`src/rtl/sa_pkg.sv`:
```
// Shared types and default dimensions for the systolic-array operand scheduler.
`default_nettype none

package sa_pkg;

  typedef enum logic [2:0] {
    S_IDLE  = 3'd0,
    S_CLEAR = 3'd1,
    S_FEED  = 3'd2,
    S_DRAIN = 3'd3,
    S_DONE  = 3'd4
  } sa_state_t;

  localparam int SA_N    = 4;
  localparam int SA_KMAX = 16;
  localparam int SA_DW   = 8;

endpackage

`default_nettype wire

```
`src/rtl/sa_skew.sv`:
```
// Triangular delay line: lane i presents its captured operand i+1 cycles later.
`default_nettype none

module sa_skew #(
  parameter int N  = 4,
  parameter int DW = 8
) (
  input  logic            clk,
  input  logic            rst,
  input  logic            i_valid,
  input  logic [N*DW-1:0] i_data,
  output logic [N*DW-1:0] o_data
);

  for (genvar gi = 0; gi < N; gi++) begin : g_lane
    logic [DW-1:0] r_pipe [gi+1];

    always_ff @(posedge clk or negedge rst) begin
      if (!rst) begin
        for (int s = 0; s <= gi; s++) r_pipe[s] <= '0;
      end else begin
        // Invalid capture cycles inject zeros so the array sees zero products.
        r_pipe[0] <= i_valid ? i_data[gi*DW +: DW] : '0;
        for (int s = 1; s <= gi; s++) r_pipe[s] <= r_pipe[s-1];
      end
    end

    assign o_data[gi*DW +: DW] = r_pipe[gi];
  end

endmodule

`default_nettype wire

```
`src/rtl/sa_scheduler.sv`:
```
// Sequences one NxN x NxK product: clears the MAC array, streams k operands
// through skew lines, drains the wavefront, then pulses done.
`default_nettype none

module sa_scheduler
  import sa_pkg::*;
#(
  parameter int N    = SA_N,
  parameter int KMAX = SA_KMAX,
  parameter int DW   = SA_DW,
  parameter int AW   = $clog2(KMAX)
) (
  input  logic            clk,
  input  logic            rst,
  input  logic            start,
  input  logic [AW:0]     k_len,
  output logic            busy,
  output logic            done,
  output logic            mem_rd_en,
  output logic [AW-1:0]   mem_rd_addr,
  input  logic [N*DW-1:0] a_mem_data,
  input  logic [N*DW-1:0] b_mem_data,
  output logic [N*DW-1:0] a_edge,
  output logic [N*DW-1:0] b_edge,
  output logic            arr_clr_n
);

  localparam int             CW           = $clog2(KMAX + 2*N) + 1;
  localparam logic [CW-1:0]  C_DRAIN_LAST = CW'(2*N - 1);
  localparam logic [AW:0]    C_KMAX       = (AW+1)'(KMAX);

  sa_state_t     r_state, w_state_nxt;
  logic [CW-1:0] r_cnt, w_cnt_nxt;
  logic [AW:0]   r_k;
  logic [AW:0]   w_k_sat;
  logic [CW-1:0] w_k_last;
  logic          r_rd_vld;
  logic          r_clr_n;

  assign w_k_sat  = (k_len > C_KMAX) ? C_KMAX : k_len;
  assign w_k_last = CW'(r_k) - CW'(1);

  always_comb begin
    w_state_nxt = r_state;
    w_cnt_nxt   = r_cnt;
    case (r_state)
      S_IDLE: begin
        if (start) w_state_nxt = S_CLEAR;
      end
      S_CLEAR: begin
        w_cnt_nxt   = '0;
        w_state_nxt = (r_k == '0) ? S_DRAIN : S_FEED;
      end
      S_FEED: begin
        if (r_cnt == w_k_last) begin
          w_state_nxt = S_DRAIN;
          w_cnt_nxt   = '0;
        end else begin
          w_cnt_nxt = r_cnt + CW'(1);
        end
      end
      S_DRAIN: begin
        if (r_cnt == C_DRAIN_LAST) begin
          w_state_nxt = S_DONE;
          w_cnt_nxt   = '0;
        end else begin
          w_cnt_nxt = r_cnt + CW'(1);
        end
      end
      S_DONE:  w_state_nxt = S_IDLE;
      default: w_state_nxt = S_IDLE;
    endcase
  end

  always_ff @(posedge clk or negedge rst) begin
    if (!rst) begin
      r_state  <= S_IDLE;
      r_cnt    <= '0;
      r_k      <= '0;
      r_rd_vld <= 1'b0;
      r_clr_n  <= 1'b1;
    end else begin
      r_state  <= w_state_nxt;
      r_cnt    <= w_cnt_nxt;
      if (r_state == S_IDLE && start) r_k <= w_k_sat;
      // Read data returns one cycle after the strobe.
      r_rd_vld <= (r_state == S_FEED);
      r_clr_n  <= (w_state_nxt != S_CLEAR);
    end
  end

  assign busy        = (r_state != S_IDLE);
  assign done        = (r_state == S_DONE);
  assign mem_rd_en   = (r_state == S_FEED);
  assign mem_rd_addr = r_cnt[AW-1:0];
  assign arr_clr_n   = r_clr_n;

  sa_skew #(.N(N), .DW(DW)) u_skew_a (
    .clk     (clk),
    .rst     (rst),
    .i_valid (r_rd_vld),
    .i_data  (a_mem_data),
    .o_data  (a_edge)
  );

  sa_skew #(.N(N), .DW(DW)) u_skew_b (
    .clk     (clk),
    .rst     (rst),
    .i_valid (r_rd_vld),
    .i_data  (b_mem_data),
    .o_data  (b_edge)
  );

endmodule

`default_nettype wire

```
`config.mk`:
```
export PLATFORM = sky130hd
export DESIGN_NAME = sa_scheduler
export DESIGN_NICKNAME = d
export VERILOG_FILES = /design/src/rtl/sa_pkg.sv /design/src/rtl/sa_skew.sv /design/src/rtl/sa_scheduler.sv
export SDC_FILE = /design/constraint.sdc
export NUM_CORES = 1
export LEC_CHECK = 0
export CAP_MARGIN = 40
export CORE_ASPECT_RATIO = 0.7
export CORE_MARGIN = 2
export CORE_UTILIZATION = 44
export CTS_CLUSTER_DIAMETER = 30
export CTS_CLUSTER_SIZE = 28
export DETAILED_ROUTE_END_ITERATION = 10
export PLACE_DENSITY = 0.83
export REMOVE_ABC_BUFFERS = 1
export SYNTH_ARGS = -nofsm -noshare
export SYNTH_HDL_FRONTEND = slang
export SYNTH_HIERARCHICAL = 1
export SYNTH_SLANG_ARGS = --single-unit
```
`constraint.sdc`:
```
create_clock -name clk -period 2.34 [get_ports clk]
set_clock_uncertainty 0.1 [all_clocks]
set_input_delay 0.468 -clock clk [delete_from_list [all_inputs] [get_ports clk]]
set_output_delay 0.468 -clock clk [all_outputs]
set_load 0.05 [all_outputs]
```
## Word-level counts from Yosys, hierarchy flattened

Cells that the tools add are included.

- Flip-flop bits (word level): 176
- Input bits: 72
- Logic and storage cells: 57

- Add/sub/neg operators: 2
- Magnitude comparators: 1
- Eq/ne operators: 7
- Mux-type cells: 17
- Reductions and logical operators: 5

Operators with widths:

| cell | number |
|---|---|
| $mux W8 | 8 |
| $pmux W6 S3 | 1 |
| $mux W6 | 2 |
| $pmux W3 S4 | 1 |
| $mux W3 | 3 |
| $add A6 B1 Y6 const B | 1 |
| $eq A3 B2 Y1 const B | 2 |
| $eq A6 B3 Y1 const B | 1 |
| $eq A6 B6 Y1 | 1 |
| $reduce_bool A3 Y1 | 2 |
| $sub A5 B1 Y6 const B | 1 |
| $gt A5 B5 Y1 const B | 1 |
| $logic_not A5 Y1 | 1 |
| $mux W5 | 1 |
| $eq A3 B1 Y1 const B | 1 |
| $eq A3 B3 Y1 const B | 1 |
| $logic_not A3 Y1 | 1 |
| $ne A3 B1 Y1 const B | 1 |
| $logic_and A1 B1 Y1 | 1 |
| $mux W1 | 1 |

## Longest topological paths before layout

Gate-level depths: netlist (run 1).

- Depth after elaboration: 5
- Mapped depth: 8
- Mapped depth without buffers: 8

## Modules after synthesis

The synthesis (run 1) kept the hierarchy.

Modules (own cells, without submodules):

| module | times used | cells an instance | area an instance (µm²) | seq. area each (µm²) |
|---|---|---|---|---|
| sa_skew | 2 | 139 | 2437.3 | 2001.9 |
| sa_scheduler | 1 | 111 | 977.2 | 401.6 |

## Least setup slack after synthesis (run 1)

Ideal clock, no wire load.

- Kind: reg2reg
- From: register r_cnt[0]
- To: register r_cnt[4]
- Arrival: 2.020 ns
- Required time: 2.116 ns
- Path slack: 0.096 ns
- Cell stages (with the launch flop): 8
- Period minus slack after synthesis: 2.244 ns
- Path through: dfrtp_1 ha_1 nand2_1 nor4_1 o211ai_1 o31ai_1 nor3_1 a211o_1

- Longest elaborated chain between the ends: 3
- Elaborated cells between the ends (all ways): 6
- Those cells by class: add/sub: 1; eq/ne: 2; mux: 3

Ends and longest elaborated chain:

| what | line | source |
|---|---|---|
| from (decl) | sa_scheduler.sv:33 | `logic [CW-1:0] r_cnt, w_cnt_nxt;` |
| from (signal assigned) | sa_scheduler.sv:84 | `r_cnt <= w_cnt_nxt;` |
| $add A6 B1 Y6 (tied with other cells) | sa_scheduler.sv:59, sa_scheduler.sv:67 |  |
| $mux W6, on equally long branches | sa_scheduler.sv:63, sa_scheduler.sv:55 |  |
| $pmux W6 S3 (*) | sa_scheduler.sv:46 | `case (r_state)` |

Mark *: on every way between the ends. The rest lies on a longest branch, timed or not.
A chain may end at the register's enable or synchronous reset.

## Final worst setup path (run 1)

- From: register r_clr_n, in the netlist arr_clr_n
- To: output arr_clr_n

RTL lines:

| what | line | source |
|---|---|---|
| from (decl) | sa_scheduler.sv:38 | `logic r_clr_n;` |
| from (signal assigned) | sa_scheduler.sv:88 | `r_clr_n <= (w_state_nxt != S_CLEAR);` |
| to (decl) | sa_scheduler.sv:25 | `output logic arr_clr_n` |

No word-level cell between the ends.

==> impl_metrics.yaml, run 1 <==
critical_path:
  cp-end-kind: "primary output"
  cp-startpoint: "arr_clr_n$_DFF_PN1_"
  r2r_cells: 8
  cp-endpoint: "arr_clr_n"
  r2r-end: "r_state[0]$_DFF_PN0_"
  slowest_stage: "clkdlybuf4s50_1"
  critical_path_depth: 1
  crit_type: "flip-flop to primary output"
  worst_ep_required_time_ps: 1770
  critical_path.top_delay_family: "buffers and inverters"
  crit_arrival_ps: 1720
  path_max_fanout: 1
  ff2ff_setup_slack_ps: 60
  path_cells: "clkdlybuf4s50_1"
  max_stage_delay_ps: 790
  worst_r2r_startpoint: "r_k[0]$_DFFE_PN0P_"
  startpoint_type: "flip-flop"
  cp_num_buf_inv: 1
power_and_ir_drop:
  p_clk_share_pct: 26.8
  p_sw_mw: 3.820
  internal-power_mw: 6.786
  power.leakage_nw: 3.593
  switching_share_pct: 36.02
  ir_drop_mv: 0.5513
  comb_power_share_pct: 31.9
  p_per_area_nw_per_um2: 1354
  p_seq_share_pct: 41.3
synth:
  synth_area_leaders: "dfrtp_1, and2_2, buf_4"
  async_reset_ff_share_pct: 100.0
  synth_ff_type: "dfrtp_1"
  ys_ff_latch: 176
  yosysUniqueCellTypes: 38
  avgSynthCellArea_um2: 15.04
  synth_cells: 389
  yosysWarnings: 6
  synth_edf_count: 0
  netlist_area_um2: 5852
  ys_seq_area_share_pct: 75.28
  yosysTopAreaCell: "dfrtp_1"
  synth.top_cell.area_share_pct: 74.83
layout:
  nets: 575
  drive_gt1_share_pct: 25.10
  antenna_cells: 0
  area_delta_synth_final_pct: 33.87
  instances_no_fill: 680
detailed_routing:
  drc: 0
  wl_per_cell_um: 15.00
  drtAntennaViolNets: 0
  vias_per_cell: 4.460
  wirelength_mm: 10.20
  drt_iter0_markers: 130
  firstDrtPassIters: 4
  num_vias: 3033
clock_tree:
  root_buffer: "clkbuf_16"
  numCtsBuffers: 17
  cts.clk_slew.worst_paths_ps: 70
  insertion_delay_ps: 410
  cts_sinks: 176
  htreeDepth: 4
  cts_tree: "built"
  clockBufferDepth: 2
sta:
  tns_ps: 0
  layout_min_cycle_time_ps: 2287
  fin_crit_sh_pct: 97.73
  max_freq_ghz: 0.4373
  hold_ws_ps: 245.7
  setup_violations: 0
  rsz0062_at_grt: "true"
  slew_violations: 0
  maxSlewHeadroom_pct: 47.36
  fin_ws_ps: 53.07
  hold_viol: 0
  max_slew.worst_pin.slew_ps: 789.6
die:
  initial_core_util_pct: 44.69
  rows: 35
  die_h_um: 100.5
  ios: 144
  dieArea_um2: 14250
  fp.dieW_um: 141.8
  coreArea_um2: 13090
global_route:
  antenna_found_initial: 0
  track_usage_pct: 15.61
  grt_pass1_wl_mm: 16.79
  first_global_vias: 3307
  grt-ovfl-total: 0
  grt_max_degree: 65
placement:
  place_ws_ps: -53.23
  globalplace.congestion: 0.8421
  placedCellCount: 643
  io_buffers: 143
  hpwlAfterDp_mm: 6.864
status:
  outcome: "completed"
hold_path:
  hp-start: "u_skew_b/g_lane[3].r_pipe[24]$_DFF_PN0_"
  hold_class: "flip-flop to flip-flop"
  hold_depth: 0
run:
  cap_violations: 0
-- power groups by stage --
stage          Clock, mW  Sequential, mW  Combinational (mW)
2_1_floorplan          0            5.55               0.828
3_3_place_gp           0            4.38                3.15
3_5_place_dp           0            4.46                3.23
4_1_cts             2.92            4.41                3.25
5_1_grt             3.06            4.51                3.60
6_report            2.84            4.38                3.39
-- metrics by stage --
| step | area [µm²] | power, mW | util, % |
|---|---|---|---|
| after detailed placement | 7142 | 7.691 | 54.54 |
| after global placement | 7142 | 7.530 | 54.54 |
| after global routing | 7834 | 11.16 | 59.83 |
| after floorplan | 5415 | 6.381 | - |
| final | 7834 | 10.61 | 59.83 |
| after CTS | 7779 | 10.58 | 59.41 |
-- sequential cells by signal, indices dropped and copies added, names as in the netlist --
name,flops
r_k,5
r_rd_vld,1
r_cnt,6
r_state,3
u_skew_b/g_lane.r_pipe,56
u_skew_a/g_lane.r_pipe,56
arr_clr_n,1
u_skew_a/o_data,24
u_skew_b/o_data,24
-- per-layer routing --
layer | vias to the layer above | wire length, µm | global-route usage, %
met4 | 0 | 127 | 4.846
met2 | 133 | 4914 | 24.09
met3 | 18 | 974 | 7.696
met1 | 1478 | 4183 | 19.62
met5 | - | 0 | 0
li1 | 1404 | - | -
-- layout by cell type, fill, tap and decap left out, types with 3 or more instances in the layout --
master,instances
dfrtp_1,174
clkdlybuf4s50_1,137
and2_2,64
clkbuf_16,17
nand2_1,13
buf_4,10
nor2_1,7
o21ai_0,6
inv_1,5
nand2b_1,5
a21oi_1,5
inv_8,5
xnor2_1,4
nand3_1,4
clkinv_8,4
xor2_1,3
nor3_1,3
or2_2,3
o211ai_1,3
buf_12,3
-- how the worst min path moves through the flow --
stage	end	slack [ps]
3_3_place_gp	u_skew_a/g_lane[2].r_pipe[14]$_DFF_PN0_	230
2_1_floorplan	r_cnt[0]$_DFFE_PN0P_	70
5_1_grt	u_skew_b/g_lane[2].r_pipe[10]$_DFF_PN0_	250
4_1_cts	u_skew_b/g_lane[2].r_pipe[10]$_DFF_PN0_	250
3_5_place_dp	u_skew_a/g_lane[3].r_pipe[12]$_DFF_PN0_	230
6_report	u_skew_b/g_lane[3].r_pipe[16]$_DFF_PN0_	250
-- synth_stat cells (all sizes together), types with 4 or more instances --
cell and instances:
a21oi 5, o21ai 7, nand2b 6, nand2 14, nand3 4, buf 53
nor3 4, inv 6, and2 65, nor2 7, dfrtp 175, clkbuf 9
xnor2 4
-- cells by family (layout without fill, tap and decap cells) --
family | Yosys count | after routing | synth area share [%]
compound gates | 20 | 20 | 2.053
xor+xnor | 7 | 7 | 1.048
fa+ha+maj | 2 | 2 | 0.4276
buf+inv | 68 | 193 | 7.847
flops | 176 | 176 | 75.28
mux | 2 | 2 | 0.5773
simple gates | 114 | 114 | 12.76
-- what timing repair did --
action,CTS,global route
endpoints found under the hold margin,43,0
endpoints found under the setup margin,5,5
buffers inserted,1,3
pin swaps,0,7
hold buffers,1,0
resized for setup,4,10
-- area by class of cell --
cell class                 count  area (µm²)
tap                          166       207.7
clock inverter                15       192.7
clock buffer                  17       425.4
inverter                       6       22.52
multi-input combinational    145        1028
fill                         998        5260
sequential                   176        4407
timing repair buffer         155        1550
Note: power is estimated with default switching activity, not from simulation.
==> run 2: changes to the inputs <==
--- a/config.mk
+++ b/config.mk
@@ -12,8 +12,10 @@
 export CTS_CLUSTER_DIAMETER = 30
 export CTS_CLUSTER_SIZE = 28
 export DETAILED_ROUTE_END_ITERATION = 10
+export GPL_ROUTABILITY_DRIVEN = 0
 export PLACE_DENSITY = 0.83
 export REMOVE_ABC_BUFFERS = 1
+export SKIP_CTS_REPAIR_TIMING = 1
 export SYNTH_ARGS = -nofsm -noshare
 export SYNTH_HDL_FRONTEND = slang
 export SYNTH_HIERARCHICAL = 1
==> run 2 against run 1 <==
Against the previous run:
- first-iteration DRC count is 13% higher
- the flow now finishes with violations (negative setup slack)
- combinational power hardly changed
- critical path depth is 5 higher
- maximum frequency is 3.0% lower
- sequential power hardly changed
- core utilization is 0.16 points higher
- flip-flop and latch count stayed put
- highest routed layer unchanged
- hold slack hardly changed
- register-to-register slack worse by 80 ps
- worst setup slack worse by 72 ps
- global-route usage hardly changed
- via count is 1.0% higher
==> impl_metrics.yaml, run 2 (synthesis gave the netlist of run 1 again) <==
global_route:
  grtUsageMet3_pct: 7.743
  globalRoute.busiestLayer: "met2"
  first_global_vias: 3289
  grt.met2_usage_pct: 24.05
  grt_pass1_wl_mm: 16.76
  grt-ovfl-total: 0
  antenna_found_initial: 0
  track_usage_pct: 15.59
  met1_usage_pct: 19.62
  grt_max_degree: 65
critical_path:
  path_cells: "or4_4, o21ai_2, nand2_1, or3_4, mux4_2, nor2_1"
  startpoint_type: "flip-flop"
  crit_arrival_ps: 2610
  critical_path.top_delay_family: "simple AND/OR/NAND/NOR gates"
  crit_type: "flip-flop to flip-flop"
  cp-end-kind: "flip-flop"
  max_stage_delay_ps: 560
  path_max_fanout: 3
  slowest_stage: "or4_4"
  cp_num_buf_inv: 0
  worst_ep_required_time_ps: 2590
layout:
  final_common_cell: "dfrtp_1"
  antenna_cells: 0
  layout_common_cells: "dfrtp_1, clkdlybuf4s50_1, and2_2"
  drive_gt1_share_pct: 25.19
  fin_util_pct: 59.99
  nets: 577
  reg_top3: "u_skew_a/g_lane.r_pipe (56), u_skew_b/g_lane.r_pipe (56)"
  area_delta_synth_final_pct: 34.23
clock_tree:
  cts.clk_slew.worst_paths_ps: 70
  htreeDepth: 4
  root_buffer: "clkbuf_16"
  cts_sinks: 176
  cts_tree: "built"
  insertion_delay_ps: 420
  clockBufferDepth: 2
  numCtsBuffers: 17
sta:
  tns_ps: -32.39
  slew_violations: 0
  fin_crit_sh_pct: 100.8
  fin_ws_ps: -18.77
  setup_violations: 2
  layout_min_cycle_time_ps: 2359
  max_slew.worst_pin.slew_ps: 788.0
  max_freq_ghz: 0.4240
  hold_viol: 0
  maxSlewHeadroom_pct: 47.47
die:
  die_h_um: 100.5
  fp.dieW_um: 141.8
  rows: 35
  coreArea_um2: 13090
  ios: 144
  initial_core_util_pct: 44.69
  dieArea_um2: 14250
status:
  outcome: "finished, violations left"
  violations: "negative setup slack"
detailed_routing:
  vias_per_cell: 4.493
  drt_iter0_markers: 147
  drtAntennaViolNets: 0
  wl_per_cell_um: 15.15
  firstDrtPassIters: 4
  wirelength_mm: 10.33
  num_vias: 3064
  drc: 0
placement:
  io_buffers: 143
  hpwlAfterDp_mm: 6.864
run:
  cap_violations: 0
hold_path:
  hold_class: "flip-flop to flip-flop"
power_and_ir_drop:
  p_per_area_nw_per_um2: 1355
  p_clk_share_pct: 26.7
  internal-power_mw: 6.805
  switching_share_pct: 36.07
  power.leakage_nw: 3.616
  p_sw_mw: 3.839
  p_seq_share_pct: 41.2
  ir_drop_mv: 0.5577
  comb_power_share_pct: 32.1
run 2: final cells by class:
class                      count  area, µm²
multi-input combinational    145       1018
clock buffer                  17      425.4
fill                         999       5239
tap                          166      207.7
timing repair buffer         157       1580
inverter                       6      22.52
sequential                   176       4408
clock inverter                15      192.7
run 2: final timing paths:
path / from / endpoint / slack [ps] / cells after the start
worst max-delay path: r_k[1]$_DFFE_PN0P_ / r_state[0]$_DFF_PN0_ / -20 / 6
worst min-delay path: u_skew_b/g_lane[3].r_pipe[24]$_DFF_PN0_ / u_skew_b/g_lane[3].r_pipe[16]$_DFF_PN0_ / 250 / 0
worst min register to register: u_skew_b/g_lane[3].r_pipe[24]$_DFF_PN0_ / u_skew_b/g_lane[3].r_pipe[16]$_DFF_PN0_ / 250 / 0
min in group asynchronous: rst / u_skew_a/o_data[25]$_DFF_PN0_ / 470 / 2
worst max register to register: r_k[1]$_DFFE_PN0P_ / r_state[0]$_DFF_PN0_ / -20 / 6
max in group asynchronous: rst / u_skew_a/g_lane[3].r_pipe[15]$_DFF_PN0_ / 1020 / 3
run 2: power groups by stage:
stage               sequential [mW]  combinational, mW  clock (mW)
finish                         4.39               3.42        2.84
global placement               4.38               3.15           0
global route                   4.51               3.63        3.06
detailed placement             4.46               3.23           0
floorplan                      5.55              0.828           0
CTS                            4.41               3.24        2.92
run 2: per-stage QoR:
stage | instances | setup slack (ps) | hold slack (ps) | instance area (µm²) | total power [mW]
after floorplan | 327 | -280.1 | 72.41 | 5415 | 6.381
final | 682 | -18.77 | 245.7 | 7855 | 10.64
after global placement | 643 | 96.09 | 231.4 | 7142 | 7.530
after global routing | 682 | -84.55 | 250.5 | 7855 | 11.20
after detailed placement | 643 | -53.23 | 234.7 | 7142 | 7.691
after CTS | 675 | -250.9 | -109.6 | 7760 | 10.57
run 2: metal layers:
metal	share of wire (%)	routed length (µm)
met2	48	4948
met3	9.6	994
met1	41	4215
met4	1.7	173
met5	0	0
run 2: worst register-to-register path, stage by stage (launching register included):
cell     delay [ps]
dfrtp_1         400
or4_4           560
o21ai_2         160
nand2_1         110
or3_4           360
mux4_2          480
nor2_1          120
==> run 3: changes to the inputs <==
--- a/config.mk
+++ b/config.mk
@@ -13,7 +13,7 @@
 export CTS_CLUSTER_SIZE = 28
 export DETAILED_ROUTE_END_ITERATION = 10
 export GPL_ROUTABILITY_DRIVEN = 0
-export PLACE_DENSITY = 0.83
+export PLACE_DENSITY = 0.75
 export REMOVE_ABC_BUFFERS = 1
 export SKIP_CTS_REPAIR_TIMING = 1
 export SYNTH_ARGS = -nofsm -noshare
==> run 3 against run 2 <==
Against the previous run:
- the run now ends clean
- first-iteration DRC count down 28%
- register-to-register slack gained 120 ps
- critical path depth fell by 4
- clock-buffer cell count is the same
- cell area fell by 0.51%
- clock power is 2% lower
- critical path type is now flip-flop to primary output
- largest cell class unchanged
==> impl_metrics.yaml, run 3 (synthesis gave the netlist of run 1 again) <==
sta:
  maxSlewHeadroom_pct: 63.32
  hold_viol: 0
  max_slew.worst_pin.slew_ps: 549.3
  setup_violations: 0
  layout_min_cycle_time_ps: 2284
  fin_crit_sh_pct: 97.61
  tns_ps: 0
  max_freq_ghz: 0.4378
  hold_ws_ps: 244.6
  slew_violations: 0
  fin_ws_ps: 55.85
global_route:
  grt-ovfl-total: 0
  met1_usage_pct: 20.04
  grt_pass1_wl_mm: 15.89
  track_usage_pct: 14.85
  grt.met2_usage_pct: 21.73
  globalRoute.busiestLayer: "met2"
  grtUsageMet3_pct: 6.698
  first_global_vias: 3123
  antenna_found_initial: 0
  grt_max_degree: 65
clock_tree:
  htreeDepth: 4
  insertion_delay_ps: 410
  numCtsBuffers: 17
  root_buffer: "clkbuf_16"
  cts_tree: "built"
  cts_sinks: 176
  clockBufferDepth: 2
  cts.clk_slew.worst_paths_ps: 80
die:
  rows: 35
  fp.dieW_um: 141.8
  ios: 144
  dieArea_um2: 14250
  die_h_um: 100.5
  initial_core_util_pct: 44.69
  coreArea_um2: 13090
layout:
  drive_gt1_share_pct: 24.17
  antenna_cells: 0
  n_fill_cell: 972
  multi_input_area_um2: 1018
  reg_top3: "u_skew_a/g_lane.r_pipe (56), u_skew_b/g_lane.r_pipe (56)"
  nets: 574
  layout_common_cells: "dfrtp_1, clkdlybuf4s50_1, and2_2"
  instances_no_fill: 679
  fin_area_um2: 7815
  regArea_um2: 4407
  area_delta_synth_final_pct: 33.55
  final_common_cell: "dfrtp_1"
run:
  cap_violations: 0
power_and_ir_drop:
  p_seq_share_pct: 40.6
  ir_drop_mv: 0.8208
  p_sw_mw: 3.809
  internal-power_mw: 6.657
  comb_power_share_pct: 32.7
  p_clk_share_pct: 26.7
  p_per_area_nw_per_um2: 1339
  switching_share_pct: 36.39
  power.leakage_nw: 3.603
placement:
  place_ws_ps: 33.85
  hpwlAfterDp_mm: 6.628
  place_area_um2: 7143
  io_buffers: 143
  placedCellCount: 645
detailed_routing:
  firstDrtPassIters: 4
  drc: 0
  vias_per_cell: 4.477
  wl_per_cell_um: 14.35
  drt_iter0_markers: 106
  wirelength_mm: 9.744
  num_vias: 3040
  drtAntennaViolNets: 0
critical_path:
  cp-end-kind: "primary output"
  path_max_fanout: 5
  startpoint_type: "flip-flop"
  crit_type: "flip-flop to primary output"
  ff2ff_setup_slack_ps: 100
  crit_arrival_ps: 1720
  worst_ep_required_time_ps: 1770
status:
  outcome: "completed"
hold_path:
  hold_class: "flip-flop to flip-flop"
[run 3: cell count changes in the layout (fill, tap and decap cells not counted), moves of 2 or more]
cell / before / now
inv_2: 2 / 0
buf_4: 12 / 10
inv_1: 4 / 6
inv_6: 2 / 0
[run 3: stage by stage]
stage | total power [mW] | util, %
finish | 10.47 | 59.68
global route | 11.03 | 59.68
CTS | 10.54 | 59.23
detailed placement | 7.692 | 54.55
floorplan | 6.381 | -
global placement | 7.561 | 54.55
[run 3: power groups by stage]
stage	combinational, mW	clock (mW)	sequential (mW)
5_1_grt	3.67	3.01	4.35
3_5_place_dp	3.38	0	4.32
4_1_cts	3.39	2.89	4.26
2_1_floorplan	0.828	0	5.55
3_3_place_gp	3.30	0	4.26
6_report	3.42	2.79	4.25
[run 3: worst max-delay path, stage by stage (launching register included)]
cell and delay [ps]:
dfrtp_1 360, buf_4 150, clkdlybuf4s50_1 800
[run 3: layer usage]
metal / vias up / routed length [µm]
li1: 1398 / -
met1: 1507 / 4160
met2: 122 / 4587
met3: 13 / 881
met4: 0 / 114
met5: - / 0
[run 3: worst paths after layout]
kind	end	cells past startpoint	start
worst max register to register	r_state[0]$_DFF_PN0_	8	r_k[0]$_DFFE_PN0P_
worst max-delay path	mem_rd_addr[0]	2	r_cnt[0]$_DFFE_PN0P_
worst min-delay path	u_skew_a/g_lane[3].r_pipe[10]$_DFF_PN0_	0	u_skew_a/g_lane[3].r_pipe[18]$_DFF_PN0_
worst min register to register	u_skew_a/g_lane[3].r_pipe[10]$_DFF_PN0_	0	u_skew_a/g_lane[3].r_pipe[18]$_DFF_PN0_
max in group asynchronous	arr_clr_n$_DFF_PN1_	3	rst
min in group asynchronous	u_skew_b/o_data[27]$_DFF_PN0_	2	rst
[run 3: cell type report]
class	count	share of cell area, %
clock buffers	17	5.443
clock inverters	15	2.386
inverters	6	0.2882
multi-input cells	145	13.03
flip-flops and latches	176	56.39
well taps	166	2.658
repair buffers	154	19.80
